`src/rtl/restoring_divider_ctrl_if.sv`:
```
// Start/busy/done handshake and operand/result bundle for the sequential 4-bit divider.
// The master issues divide requests and the slave (the divider) returns results.
interface restoring_divider_ctrl_if;
  logic       start;
  logic [3:0] dividend;
  logic [3:0] divisor;
  logic       busy;
  logic       done;
  logic [3:0] quotient;
  logic [3:0] remainder;
  logic       div_by_zero;

  modport master (
    output start, dividend, divisor,
    input  busy, done, quotient, remainder, div_by_zero
  );

  modport slave (
    input  start, dividend, divisor,
    output busy, done, quotient, remainder, div_by_zero
  );
endinterface

```
`src/rtl/restoring_divider_ctrl.sv`:
```
// Multi-cycle 4-bit unsigned restoring divider sharing one adder-subtractor in subtract mode.
// One quotient bit per cycle over four cycles; a zero divisor is answered in one cycle.
module four_bit_adder_subtractor (
  input  logic [3:0] A,
  input  logic [3:0] B,
  input  logic       M,
  output logic [3:0] S,
  output logic       C,
  output logic       V
);
  logic [3:0] bEff;
  logic [4:0] carry;

  assign bEff     = B ^ {4{M}};
  assign carry[0] = M;

  for (genvar i = 0; i < 4; i++) begin : gRipple
    assign S[i]       = A[i] ^ bEff[i] ^ carry[i];
    assign carry[i+1] = (A[i] & bEff[i]) | (carry[i] & (A[i] ^ bEff[i]));
  end

  assign C = carry[4];
  assign V = carry[4] ^ carry[3];
endmodule

module restoring_divider_ctrl (
  input logic                     clk,
  input logic                     rst,
  restoring_divider_ctrl_if.slave bus
);
  typedef enum logic {IDLE, RUN} stateType;

  stateType   state, nextState;
  logic [3:0] rReg, qwReg, dReg;
  logic [1:0] cnt;
  logic       doneReg, divByZeroReg;
  logic [3:0] quotientReg, remainderReg;

  logic       load, iterate, finish, zeroDiv;
  logic [3:0] shifted, diff, nextR, nextQw;
  logic       carryOut;
  logic       unusedOverflow;
  logic       unusedRemTop;

  // R stays below D, so its top bit is always 0 before the shift and drops out here.
  assign shifted      = {rReg[2:0], qwReg[3]};
  assign unusedRemTop = rReg[3];

  four_bit_adder_subtractor uAddSub (
    .A(shifted),
    .B(dReg),
    .M(1'b1),
    .S(diff),
    .C(carryOut),
    .V(unusedOverflow)
  );

  // Carry-out of A + ~B + 1 is set exactly when shifted >= divisor.
  assign nextR  = carryOut ? diff : shifted;
  assign nextQw = {qwReg[2:0], carryOut};

  // NOTE: every output of this block gets a default first so no path can infer a latch.
  always_comb begin
    nextState = state;
    load      = 1'b0;
    iterate   = 1'b0;
    finish    = 1'b0;
    zeroDiv   = 1'b0;
    case (state)
      IDLE: begin
        if (bus.start) begin
          if (bus.divisor == 4'd0) begin
            zeroDiv = 1'b1;
          end else begin
            load      = 1'b1;
            nextState = RUN;
          end
        end
      end
      RUN: begin
        iterate = 1'b1;
        if (cnt == 2'd3) begin
          finish    = 1'b1;
          nextState = IDLE;
        end
      end
      default: nextState = IDLE;
    endcase
  end

  // NOTE: state registers use non-blocking assignments so every flop samples pre-edge values.
  always_ff @(posedge clk or posedge rst) begin
    if (rst) state <= IDLE;
    else     state <= nextState;
  end

  always_ff @(posedge clk or posedge rst) begin
    if (rst) begin
      rReg         <= 4'd0;
      qwReg        <= 4'd0;
      dReg         <= 4'd0;
      cnt          <= 2'd0;
      doneReg      <= 1'b0;
      divByZeroReg <= 1'b0;
      quotientReg  <= 4'd0;
      remainderReg <= 4'd0;
    end else begin
      doneReg <= 1'b0;
      if (load) begin
        rReg  <= 4'd0;
        qwReg <= bus.dividend;
        dReg  <= bus.divisor;
        cnt   <= 2'd0;
      end else if (iterate) begin
        rReg  <= nextR;
        qwReg <= nextQw;
        cnt   <= cnt + 2'd1;
      end
      if (finish) begin
        quotientReg  <= nextQw;
        remainderReg <= nextR;
        divByZeroReg <= 1'b0;
        doneReg      <= 1'b1;
      end
      if (zeroDiv) begin
        quotientReg  <= 4'hF;
        remainderReg <= bus.dividend;
        divByZeroReg <= 1'b1;
        doneReg      <= 1'b1;
      end
    end
  end

  assign bus.busy        = (state == RUN);
  assign bus.done        = doneReg;
  assign bus.quotient    = quotientReg;
  assign bus.remainder   = remainderReg;
  assign bus.div_by_zero = divByZeroReg;
endmodule
```
`src/flat_wrapper.sv`:
```
// flat-port wrapper written by rule: the top's interface ports become plain ports
module restoring_divider_ctrl_flat 
  (clk, rst, bus_start, bus_dividend, bus_divisor, bus_busy, bus_done, bus_quotient, bus_remainder, bus_div_by_zero);
  restoring_divider_ctrl_if bus_i ();
  input logic clk;
  input logic rst;
  input wire logic [$bits(bus_i.start)-1:0] bus_start;
  input wire logic [$bits(bus_i.dividend)-1:0] bus_dividend;
  input wire logic [$bits(bus_i.divisor)-1:0] bus_divisor;
  output wire logic [$bits(bus_i.busy)-1:0] bus_busy;
  output wire logic [$bits(bus_i.done)-1:0] bus_done;
  output wire logic [$bits(bus_i.quotient)-1:0] bus_quotient;
  output wire logic [$bits(bus_i.remainder)-1:0] bus_remainder;
  output wire logic [$bits(bus_i.div_by_zero)-1:0] bus_div_by_zero;
  assign bus_i.start = bus_start;
  assign bus_i.dividend = bus_dividend;
  assign bus_i.divisor = bus_divisor;
  assign bus_busy = bus_i.busy;
  assign bus_done = bus_i.done;
  assign bus_quotient = bus_i.quotient;
  assign bus_remainder = bus_i.remainder;
  assign bus_div_by_zero = bus_i.div_by_zero;
  restoring_divider_ctrl u_core (.clk(clk), .rst(rst), .bus(bus_i));
endmodule
```
`config.mk`:
```
export PLATFORM = sky130hd
export DESIGN_NAME = restoring_divider_ctrl_flat
export DESIGN_NICKNAME = d
export VERILOG_FILES = /design/src/rtl/restoring_divider_ctrl_if.sv /design/src/rtl/restoring_divider_ctrl.sv /design/src/flat_wrapper.sv
export SDC_FILE = /design/constraint.sdc
export NUM_CORES = 1
export LEC_CHECK = 0
export CORE_AREA = 2 2 46 65
export CTS_CLUSTER_DIAMETER = 80
export CTS_CLUSTER_SIZE = 24
export DETAILED_ROUTE_END_ITERATION = 10
export DIE_AREA = 0 0 48 67
export HOLD_SLACK_MARGIN = 0.02
export PLACE_DENSITY = 0.72
export SLEW_MARGIN = 0
export SYNTH_ARGS = -nofsm -noshare
export SYNTH_HDL_FRONTEND = slang
export SYNTH_SLANG_ARGS = --single-unit
```
`constraint.sdc`:
```
create_clock -name clk -period 2.2 [get_ports clk]
set_input_delay 0.22 -clock clk [delete_from_list [all_inputs] [get_ports clk]]
set_output_delay 0.22 -clock clk [all_outputs]
set_load 0.01 [all_outputs]
```
==> impl_metrics.py, run 1 <==
metrics = {
    "run_status": {
        "status": "complete, but fails checks",
        "violations": "setup timing",
    },
    "pwr": {
        "p_seq_frac": 0.332,
        "switching_power_uw": 944,
        "swShare": 0.373,
        "power.static_leakage_nw": 0.705,
        "power_mw": 2.53,
        "p_int_mw": 1.58,
        "pwr-share-comb": 0.580,
        "vdd_drop_max_uv": 772,
        "power_frac_clock": 0.088,
        "power.density_nw_per_um2": 1630,
    },
    "grt": {
        "grt_max_degree": 25,
        "antenna_found_initial": 0,
        "grt_overflow": 0,
        "grt_pass1_wl_mm": 4.33,
        "gr-usage-all-layers": 0.189,
        "grt_pass1_vias": 977,
    },
    "sta": {
        "tns_ps": -1170,
        "worstMarginPinSlew_ps": 572,
        "timing.final.ws_setup_ps": -187,
        "rsz0062_at_grt": "yes",
        "finalHoldViolCount": 0,
        "slew_viol_final": 0,
        "fin_skew_ps": 7.65,
        "setup_viol": 8,
        "holdWs_ps": 241,
        "fin_crit_sh": 1.08,
        "fmax_mhz": 419,
        "slew_headroom": 0.615,
        "layout_min_cycle_time_ps": 2390,
    },
    "routing": {
        "routedWlPerCell_um": 14.8,
        "drt_wl_total_mm": 2.60,
        "ant_nets": 0,
        "drc_errors": 0,
        "drt_iter0_drc": 39,
        "drt_pre_antenna_iters": 4,
        "via_per_inst": 5.30,
        "vias": 928,
    },
    "floorplan": {
        "rows": 22,
        "floorplan.initialDensity": 0.442,
        "die_h_um": 67,
        "die_area_um2": 3220,
        "io_pins": 22,
        "core_area_um2": 2620,
        "die_w_um": 48,
    },
    "clocking": {
        "cts_buffers": 3,
        "clock_sinks": 24,
        "cts_root_buf": "clkbuf_4",
        "tritoncts": "built",
        "cts_buffer_depth": 2,
        "htree_levels": 1,
        "clk_latency_ps": 310,
        "clk_pin_slew_worst_paths_ps": 130,
    },
    "finish": {
        "area_growth_pct": 34.2,
        "final_util": 0.593,
        "diodes": 0,
        "drive_above_1_share": 0.223,
        "nNetsFinal": 156,
    },
    "yosys": {
        "yosysSeqAreaShare": 0.520,
        "avgSynthCellArea_um2": 10.7,
        "synth-simple-area-share": 0.158,
        "synthXorXnorAreaFrac": 0,
        "yosys_warnings": 0,
        "ys_seq_elements": 24,
        "synth_top_family_by_area": "simple AND/OR/NAND/NOR gates",
        "synth.distinct_cells": 26,
        "muxShareOfSynthArea": 0.0563,
        "synth_cells": 108,
        "synth-adder-area-share": 0.0737,
        "synth_nets": 124,
        "synth-compound-area-share": 0.143,
        "syn_area_um2": 1150,
    },
    "place": {
        "globalplace.congestion": 0.804,
        "dpl_worst_slack_ps": -151,
        "portBuffers": 21,
        "dp_hpwl_mm": 1.81,
    },
    "worst_setup_path": {
        "crit_path_max_fanout": 6,
        "critPathCaptureType": "register",
        "rrSetupSlack_ps": -190,
        "arrival_ps": 2590,
        "required_ps": 2410,
        "r2r_end": "u_core.bus.remainder[3]$_DFFE_PP0P_",
        "worst-r2r-cell-count": 11,
        "startpoint_type": "register",
        "r2r_start": "u_core.qwReg[3]$_DFFE_PP0P_",
        "critPathKind": "register to register",
    },
    "hold_path": {
        "hp-class": "input port to asynchronous set/reset pin",
    },
    "job": {
        "cap_violations": 0,
    },
}
cells in the final DEF, fill, tap and decap left out, types with 4 or more instances in the layout:
cell and instances:
buf_4 8, a22o_1 5, nand2_1 18, inv_1 5
dfrtp_1 24, nand3_1 5, clkdlybuf4s50_1 21, a221o_1 4
and3_1 4
worst max-delay path, stage by stage, from the launching register on:
cell	delay, ps
dfrtp_1	410
inv_1	70
ha_2	160
inv_2	30
fa_2	320
inv_2	60
fa_2	180
inv_2	40
fa_2	410
mux2i_2	250
a21oi_1	100
mux2_4	270
sequential cells by signal, indices dropped and copies added (netlist names):
signal / flops
u_core.dReg: 4
u_core.bus.done: 1
u_core.rReg: 3
u_core.bus.quotient: 4
u_core.qwReg: 4
u_core.cnt: 2
u_core.bus.remainder: 4
u_core.bus.busy: 1
u_core.bus.div_by_zero: 1
routing by layer:
layer,vias to the layer above,global-route usage,wire length (um)
met4,0,0.0642,52
met5,-,0,0
met3,6,0.0298,125
met2,39,0.335,1350
met1,446,0.217,1070
li1,437,-,-
power by group through the flow:
stage / Clock (mW) / Combinational (mW) / Sequential, mW
final: 0.223 / 1.47 / 0.840
after global routing: 0.256 / 1.60 / 0.868
after CTS: 0.233 / 1.44 / 0.836
after detailed placement: 0 / 1.18 / 0.840
after global placement: 0 / 1.14 / 0.829
after floorplan: 0 / 0.731 / 0.834
what timing repair did:
| action | CTS | global route |
|---|---|---|
| endpoints found under the setup margin | 8 | 9 |
| hold buffers | 0 | 0 |
| setup buffers | 4 | 1 |
| pin swaps | 3 | 3 |
| gates resized for setup | 12 | 3 |
cell usage after synthesis:
cell / number / area share
a211o_1: 2 / 0.015
a21oi_1: 4 / 0.017
a21oi_4: 1 / 0.014
a221o_1: 4 / 0.035
a22o_1: 5 / 0.038
a31oi_1: 2 / 0.011
and2_1: 1 / 0.0054
and3_1: 4 / 0.022
buf_6: 1 / 0.0098
clkbuf_1: 4 / 0.013
dfrtp_1: 24 / 0.52
fa_1: 3 / 0.052
ha_1: 2 / 0.022
inv_1: 8 / 0.026
mux2_1: 1 / 0.0098
mux2_2: 3 / 0.029
mux2i_1: 2 / 0.017
nand2_1: 18 / 0.059
nand2b_1: 1 / 0.0054
nand3_1: 5 / 0.022
nor2_1: 5 / 0.016
nor2b_1: 1 / 0.0054
nor3_1: 2 / 0.0087
nor4_1: 1 / 0.0054
o21ai_0: 3 / 0.013
or4_4: 1 / 0.0098
how the worst max path moves through the flow:
stage / depth (start not counted) / to / start / slack, ps
2_1_floorplan: 12 / u_core.bus.remainder[1]$_DFFE_PP0P_ / u_core.qwReg[3]$_DFFE_PP0P_ / -20
3_3_place_gp: 10 / u_core.bus.remainder[3]$_DFFE_PP0P_ / u_core.dReg[0]$_DFFE_PP0P_ / -120
3_5_place_dp: 10 / u_core.bus.remainder[3]$_DFFE_PP0P_ / u_core.dReg[0]$_DFFE_PP0P_ / -150
4_1_cts: 11 / u_core.bus.remainder[3]$_DFFE_PP0P_ / u_core.qwReg[3]$_DFFE_PP0P_ / -150
5_1_grt: 11 / u_core.bus.remainder[3]$_DFFE_PP0P_ / u_core.qwReg[3]$_DFFE_PP0P_ / -270
6_report: 11 / u_core.bus.remainder[3]$_DFFE_PP0P_ / u_core.qwReg[3]$_DFFE_PP0P_ / -190
cell type report:
class	instances	area, um^2
tap	36	45.0
timing repair buffer	32	304
fill	229	1060
sequential	24	601
inverter	8	30.0
multi-input combinational	71	534
clock buffer	4	36.3
through the flow:
stage | std cells | area [um^2]
final | 175 | 1550
after CTS | 175 | 1550
after global placement | 167 | 1440
after floorplan | 108 | 1170
after detailed placement | 167 | 1440
after global routing | 175 | 1550
cell families after synthesis:
logic type | count (synthesis)
buffers and inverters | 13
DFF | 24
muxes | 6
AOI/OAI and AO/OA | 21
adders and majority gates | 5
and+or+nand+nor | 39
No activity file was read; power rests on OpenSTA's default activity.
==> inputs of run 2 (changes only) <==
--- a/config.mk
+++ b/config.mk
@@ -5,13 +5,15 @@
 export SDC_FILE = /design/constraint.sdc
 export NUM_CORES = 1
 export LEC_CHECK = 0
-export CORE_AREA = 2 2 46 65
+export CAP_MARGIN = 20
+export CORE_AREA = 2 2 43 60
 export CTS_CLUSTER_DIAMETER = 80
 export CTS_CLUSTER_SIZE = 24
 export DETAILED_ROUTE_END_ITERATION = 10
-export DIE_AREA = 0 0 48 67
+export DIE_AREA = 0 0 45 62
+export DONT_BUFFER_PORTS = 1
 export HOLD_SLACK_MARGIN = 0.02
-export PLACE_DENSITY = 0.72
+export PLACE_DENSITY = 0.69
 export SLEW_MARGIN = 0
 export SYNTH_ARGS = -nofsm -noshare
 export SYNTH_HDL_FRONTEND = slang
==> impl_metrics.py, run 2 (synthesized netlist as in run 1, its figures left out) <==
metrics = {
    "finish": {
        "drive_above_1_share": 0.240,
        "area_growth_pct": 17.9,
        "instances_no_fill": 144,
        "fill_cells": 200,
        "layout_commonest_cell": "dfrtp_1",
        "nNetsFinal": 138,
        "final_area_um2": 1360,
        "diodes": 0,
        "final_cell_mix": "24 x dfrtp_1, 18 x nand2_1, 10 x buf_4",
    },
    "worst_setup_path": {
        "crit_chain": "inv_1, ha_2, inv_2, fa_2, inv_2, fa_2, inv_2, fa_2, mux2i_1, a21oi_1, mux2_4",
        "critPathKind": "register to register",
        "path_depth": 11,
        "worst-r2r-cell-count": 11,
        "arrival_ps": 2590,
        "startpoint": "u_core.qwReg[3]$_DFFE_PP0P_",
        "critPathSlowestCell": "dfrtp_1",
        "required_ps": 2420,
        "critPathCaptureType": "register",
        "max_stage_delay_ps": 400,
        "path_buf_inv": 4,
        "startpoint_type": "register",
        "endpoint": "u_core.bus.remainder[3]$_DFFE_PP0P_",
        "r2r_start": "u_core.qwReg[3]$_DFFE_PP0P_",
        "r2r_end": "u_core.bus.remainder[3]$_DFFE_PP0P_",
        "rrSetupSlack_ps": -170,
        "crit_path_max_fanout": 6,
        "path_delay_family": "adder cells",
    },
    "routing": {
        "drt_pre_antenna_iters": 4,
        "via_per_inst": 6.21,
        "drt_wl_total_mm": 2.54,
        "ant_nets": 0,
        "drc_errors": 0,
        "drt_iter0_drc": 49,
        "routedWlPerCell_um": 17.6,
        "vias": 894,
    },
    "sta": {
        "layout_min_cycle_time_ps": 2370,
        "finalHoldViolCount": 0,
        "fin_crit_sh": 1.08,
        "rsz0062_at_grt": "yes",
        "fin_skew_ps": 2.63,
        "slew_viol_final": 0,
        "tns_ps": -896,
        "worstMarginPinSlew_ps": 889,
        "slew_headroom": 0.407,
        "setup_viol": 8,
        "timing.final.ws_setup_ps": -171,
        "fmax_mhz": 422,
    },
    "run_status": {
        "status": "complete, but fails checks",
        "violations": "setup timing",
    },
    "clocking": {
        "clk_latency_ps": 320,
        "cts_buffer_depth": 2,
        "htree_levels": 1,
        "cts_root_buf": "clkbuf_4",
        "cts_buffers": 3,
        "clock_sinks": 24,
        "clk_pin_slew_worst_paths_ps": 130,
        "tritoncts": "built",
    },
    "place": {
        "portBuffers": 0,
        "dp_hpwl_mm": 1.80,
        "dpl_worst_slack_ps": -157,
        "globalplace.congestion": 0.789,
        "placed_cells": 132,
        "dpl_cell_area_um2": 1210,
    },
    "floorplan": {
        "die_w_um": 45,
        "die_area_um2": 2790,
        "io_pins": 22,
        "rows": 21,
        "die_h_um": 62,
        "core_area_um2": 2310,
        "floorplan.initialDensity": 0.499,
    },
    "grt": {
        "grt_overflow": 0,
        "gr-usage-all-layers": 0.202,
        "antenna_found_initial": 0,
        "grt_max_degree": 25,
        "grt_pass1_vias": 881,
        "grt_pass1_wl_mm": 3.96,
    },
    "job": {
        "cap_violations": 0,
    },
    "pwr": {
        "power.static_leakage_nw": 0.648,
        "power.density_nw_per_um2": 1740,
        "vdd_drop_max_uv": 846,
    },
    "hold_path": {
        "hp-class": "input port to register",
    },
}
run 2: through the flow:
step                      hold slack [ps]  power [mW]   util
after floorplan                       235        1.57      -
after global placement                335        1.76  0.523
after detailed placement              353        1.83  0.523
after CTS                            29.2        2.31  0.577
after global routing                 21.5        2.54  0.589
final                                26.6        2.38  0.589
run 2: where the power goes:
| part | switching [mW] | internal (mW) | total (mW) |
|---|---|---|---|
| Clock | 0.138 | 0.184 | 0.322 |
| Sequential | 0.230 | 0.660 | 0.890 |
| Combinational | 0.553 | 0.610 | 1.16 |
| Total | 0.920 | 1.45 | 2.38 |
run 2: worst min path at each step:
stage | startpoint | to | cells past startpoint
detailed placement | rst | u_core.dReg[0]$_DFFE_PP0P_ | 1
global placement | rst | u_core.dReg[0]$_DFFE_PP0P_ | 1
global route | bus_divisor[0] | u_core.dReg[0]$_DFFE_PP0P_ | 1
finish | bus_divisor[0] | u_core.dReg[0]$_DFFE_PP0P_ | 1
CTS | bus_divisor[0] | u_core.dReg[0]$_DFFE_PP0P_ | 1
floorplan | rst | u_core.bus.busy$_DFF_PP0_ | 1
run 2: area by class of cell:
class | count | area, um^2 | share of cell area
Sequential cell | 24 | 601 | 0.441
Multi-Input combinational cell | 71 | 534 | 0.392
Timing Repair Buffer | 14 | 115 | 0.0846
Clock inverter | 1 | 30.0 | 0.0221
Inverter | 8 | 30.0 | 0.0221
Tap cell | 23 | 28.8 | 0.0211
Clock buffer | 3 | 22.5 | 0.0165
run 2: layer usage:
layer | GRT usage | part of all wire | vias to the layer above | wire, um
met5 | 0 | 0 | - | 0
met4 | 0.134 | 0.034 | 0 | 85
met3 | 0.0520 | 0.048 | 9 | 122
met2 | 0.343 | 0.54 | 35 | 1360
met1 | 0.218 | 0.38 | 448 | 970
li1 | - | - | 402 | -
run 2: worst register-to-register path, stage by stage, from the launching register on:
cell and delay (ps):
dfrtp_1 400, inv_1 60, ha_2 160, inv_2 30, fa_2 330, inv_2 70, fa_2 190, inv_2 40
fa_2 400, mux2i_1 240, a21oi_1 90, mux2_4 270
run 2: timing repair:
| action | CTS | global route |
|---|---|---|
| cloned | 0 | 0 |
| endpoints found under the hold margin | 26 | 1 |
| setup endpoints to repair | 6 | 9 |
| gates resized for setup | 9 | 2 |
| buffers inserted | 3 | 1 |
| pin swaps | 1 | 1 |
| hold buffers | 3 | 1 |
==> inputs of run 3 (changes only) <==
--- a/config.mk
+++ b/config.mk
@@ -13,7 +13,8 @@
 export DIE_AREA = 0 0 45 62
 export DONT_BUFFER_PORTS = 1
 export HOLD_SLACK_MARGIN = 0.02
-export PLACE_DENSITY = 0.69
+export PLACE_DENSITY_LB_ADDON = 0.3
+export REMOVE_ABC_BUFFERS = 1
 export SLEW_MARGIN = 0
 export SYNTH_ARGS = -nofsm -noshare
 export SYNTH_HDL_FRONTEND = slang
==> impl_metrics.py, run 3 (synthesized netlist as in run 1, its figures left out) <==
metrics = {
    "place": {
        "dp_hpwl_mm": 1.73,
        "portBuffers": 0,
        "globalplace.congestion": 0.902,
        "placed_cells": 131,
    },
    "pwr": {
        "power_frac_clock": 0.107,
        "pwr-share-comb": 0.505,
        "power.static_leakage_nw": 0.627,
        "p_seq_frac": 0.389,
        "vdd_drop_max_uv": 1040,
        "swShare": 0.398,
        "p_int_mw": 1.35,
        "switching_power_uw": 893,
        "power.density_nw_per_um2": 1680,
        "power_mw": 2.24,
    },
    "routing": {
        "routedWlPerCell_um": 18.0,
        "via_per_inst": 5.98,
        "ant_nets": 0,
        "drt_pre_antenna_iters": 4,
        "drt_wl_total_mm": 2.56,
        "vias": 849,
        "drt_iter0_drc": 14,
        "drc_errors": 0,
    },
    "worst_setup_path": {
        "arrival_ps": 2550,
        "rrSetupSlack_ps": -120,
        "crit_path_max_fanout": 2,
        "worst-r2r-cell-count": 10,
        "startpoint_type": "register",
        "critPathCaptureType": "register",
        "required_ps": 2430,
        "r2r_start": "u_core.dReg[0]$_DFFE_PP0P_",
        "critPathKind": "register to register",
        "r2r_end": "u_core.bus.remainder[3]$_DFFE_PP0P_",
    },
    "grt": {
        "grt_overflow": 0,
        "gr-usage-all-layers": 0.202,
        "grt_pass1_wl_mm": 3.94,
        "antenna_found_initial": 0,
        "grt_pass1_vias": 884,
        "grt_max_degree": 25,
    },
    "floorplan": {
        "die_w_um": 45,
        "die_h_um": 62,
        "core_area_um2": 2310,
        "die_area_um2": 2790,
        "rows": 21,
        "floorplan.initialDensity": 0.499,
        "io_pins": 22,
    },
    "run_status": {
        "violations": "setup timing",
        "status": "complete, but fails checks",
    },
    "finish": {
        "area_growth_pct": 15.5,
        "instances_no_fill": 142,
        "final_util": 0.577,
        "diodes": 0,
        "final_cell_mix": "24 x dfrtp_1, 18 x nand2_1, 6 x buf_4",
        "drive_above_1_share": 0.227,
        "layout_commonest_cell": "dfrtp_1",
        "nNetsFinal": 136,
    },
    "sta": {
        "slew_viol_final": 0,
        "layout_min_cycle_time_ps": 2320,
        "fmax_mhz": 430,
        "timing.final.ws_setup_ps": -125,
        "worstMarginPinSlew_ps": 907,
        "finalHoldViolCount": 0,
        "fin_crit_sh": 1.06,
        "setup_viol": 8,
        "slew_headroom": 0.395,
        "fin_skew_ps": 6.73,
        "rsz0062_at_grt": "yes",
    },
    "hold_path": {
        "min_from": "bus_dividend[3]",
        "worstHoldEndpoint": "u_core.bus.remainder[3]$_DFFE_PP0P_",
        "holdPathStages": 1,
        "hp-class": "input port to register",
    },
    "job": {
        "cap_violations": 0,
    },
    "clocking": {
        "tritoncts": "built",
        "cts_buffers": 3,
        "cts_buffer_depth": 2,
        "htree_levels": 1,
        "clk_pin_slew_worst_paths_ps": 130,
        "cts_root_buf": "clkbuf_4",
        "clk_latency_ps": 330,
        "clock_sinks": 24,
    },
}
[run 3: metal layers]
layer,GRT usage,vias up,share of wire
met5,0,-,0
met4,0.118,0,0.022
met3,0.0405,5,0.047
met2,0.329,23,0.52
met1,0.249,421,0.41
li1,-,400,-
[run 3: area by class of cell]
cell class | count | area (um^2)
Fill cell | 198 | 978
Sequential cell | 24 | 601
Multi-Input combinational cell | 71 | 531
Timing Repair Buffer | 12 | 108
Clock buffer | 4 | 36.3
Inverter | 8 | 30.0
Tap cell | 23 | 28.8
[run 3: worst max path at each step]
stage               slack (ps)                             endpoint  depth (start not counted)                         from
CTS                       -170  u_core.bus.remainder[3]$_DFFE_PP0P_                         11  u_core.qwReg[3]$_DFFE_PP0P_
finish                    -120  u_core.bus.remainder[3]$_DFFE_PP0P_                         10   u_core.dReg[0]$_DFFE_PP0P_
global route              -250  u_core.bus.remainder[3]$_DFFE_PP0P_                         11  u_core.qwReg[3]$_DFFE_PP0P_
detailed placement        -240  u_core.bus.remainder[3]$_DFFE_PP0P_                         11  u_core.qwReg[3]$_DFFE_PP0P_
global placement          -180  u_core.bus.remainder[1]$_DFFE_PP0P_                         11  u_core.qwReg[3]$_DFFE_PP0P_
floorplan                 -100  u_core.bus.remainder[1]$_DFFE_PP0P_                         11  u_core.qwReg[3]$_DFFE_PP0P_
[run 3: timing repair]
item / in CTS / in global routing
buffers inserted: 1 / 2
endpoints found under the setup margin: 9 / 9
resized for setup: 10 / 7
hold endpoints to repair: 27 / 0
pin swaps: 3 / 3
hold buffers: 4 / 0
[run 3: power by group through the flow]
stage / Clock [mW] / Combinational [mW] / Sequential [mW]
floorplan: 0 / 0.657 / 0.844
global placement: 0 / 0.859 / 0.869
detailed placement: 0 / 0.912 / 0.876
CTS: 0.239 / 1.00 / 0.869
global route: 0.256 / 1.25 / 0.896
finish: 0.239 / 1.13 / 0.873
[run 3: metrics by stage]
step                TNS (ps)  setup slack [ps]  hold WS [ps]  instance area, um^2
floorplan               -285             -98.9           235                 1130
global placement        -709              -184           344                 1190
detailed placement     -1160              -243           356                 1190
CTS                    -1170              -174          37.7                 1290
global route           -1580              -250          32.4                 1330
finish                  -647              -125          34.0                 1330
[run 3: critical path, stage by stage (launching register included)]
cell	delay [ps]
dfrtp_1	410
ha_2	190
inv_2	50
fa_2	180
inv_2	40
fa_2	350
inv_2	60
fa_2	430
mux2i_1	160
a21oi_1	80
mux2_4	260
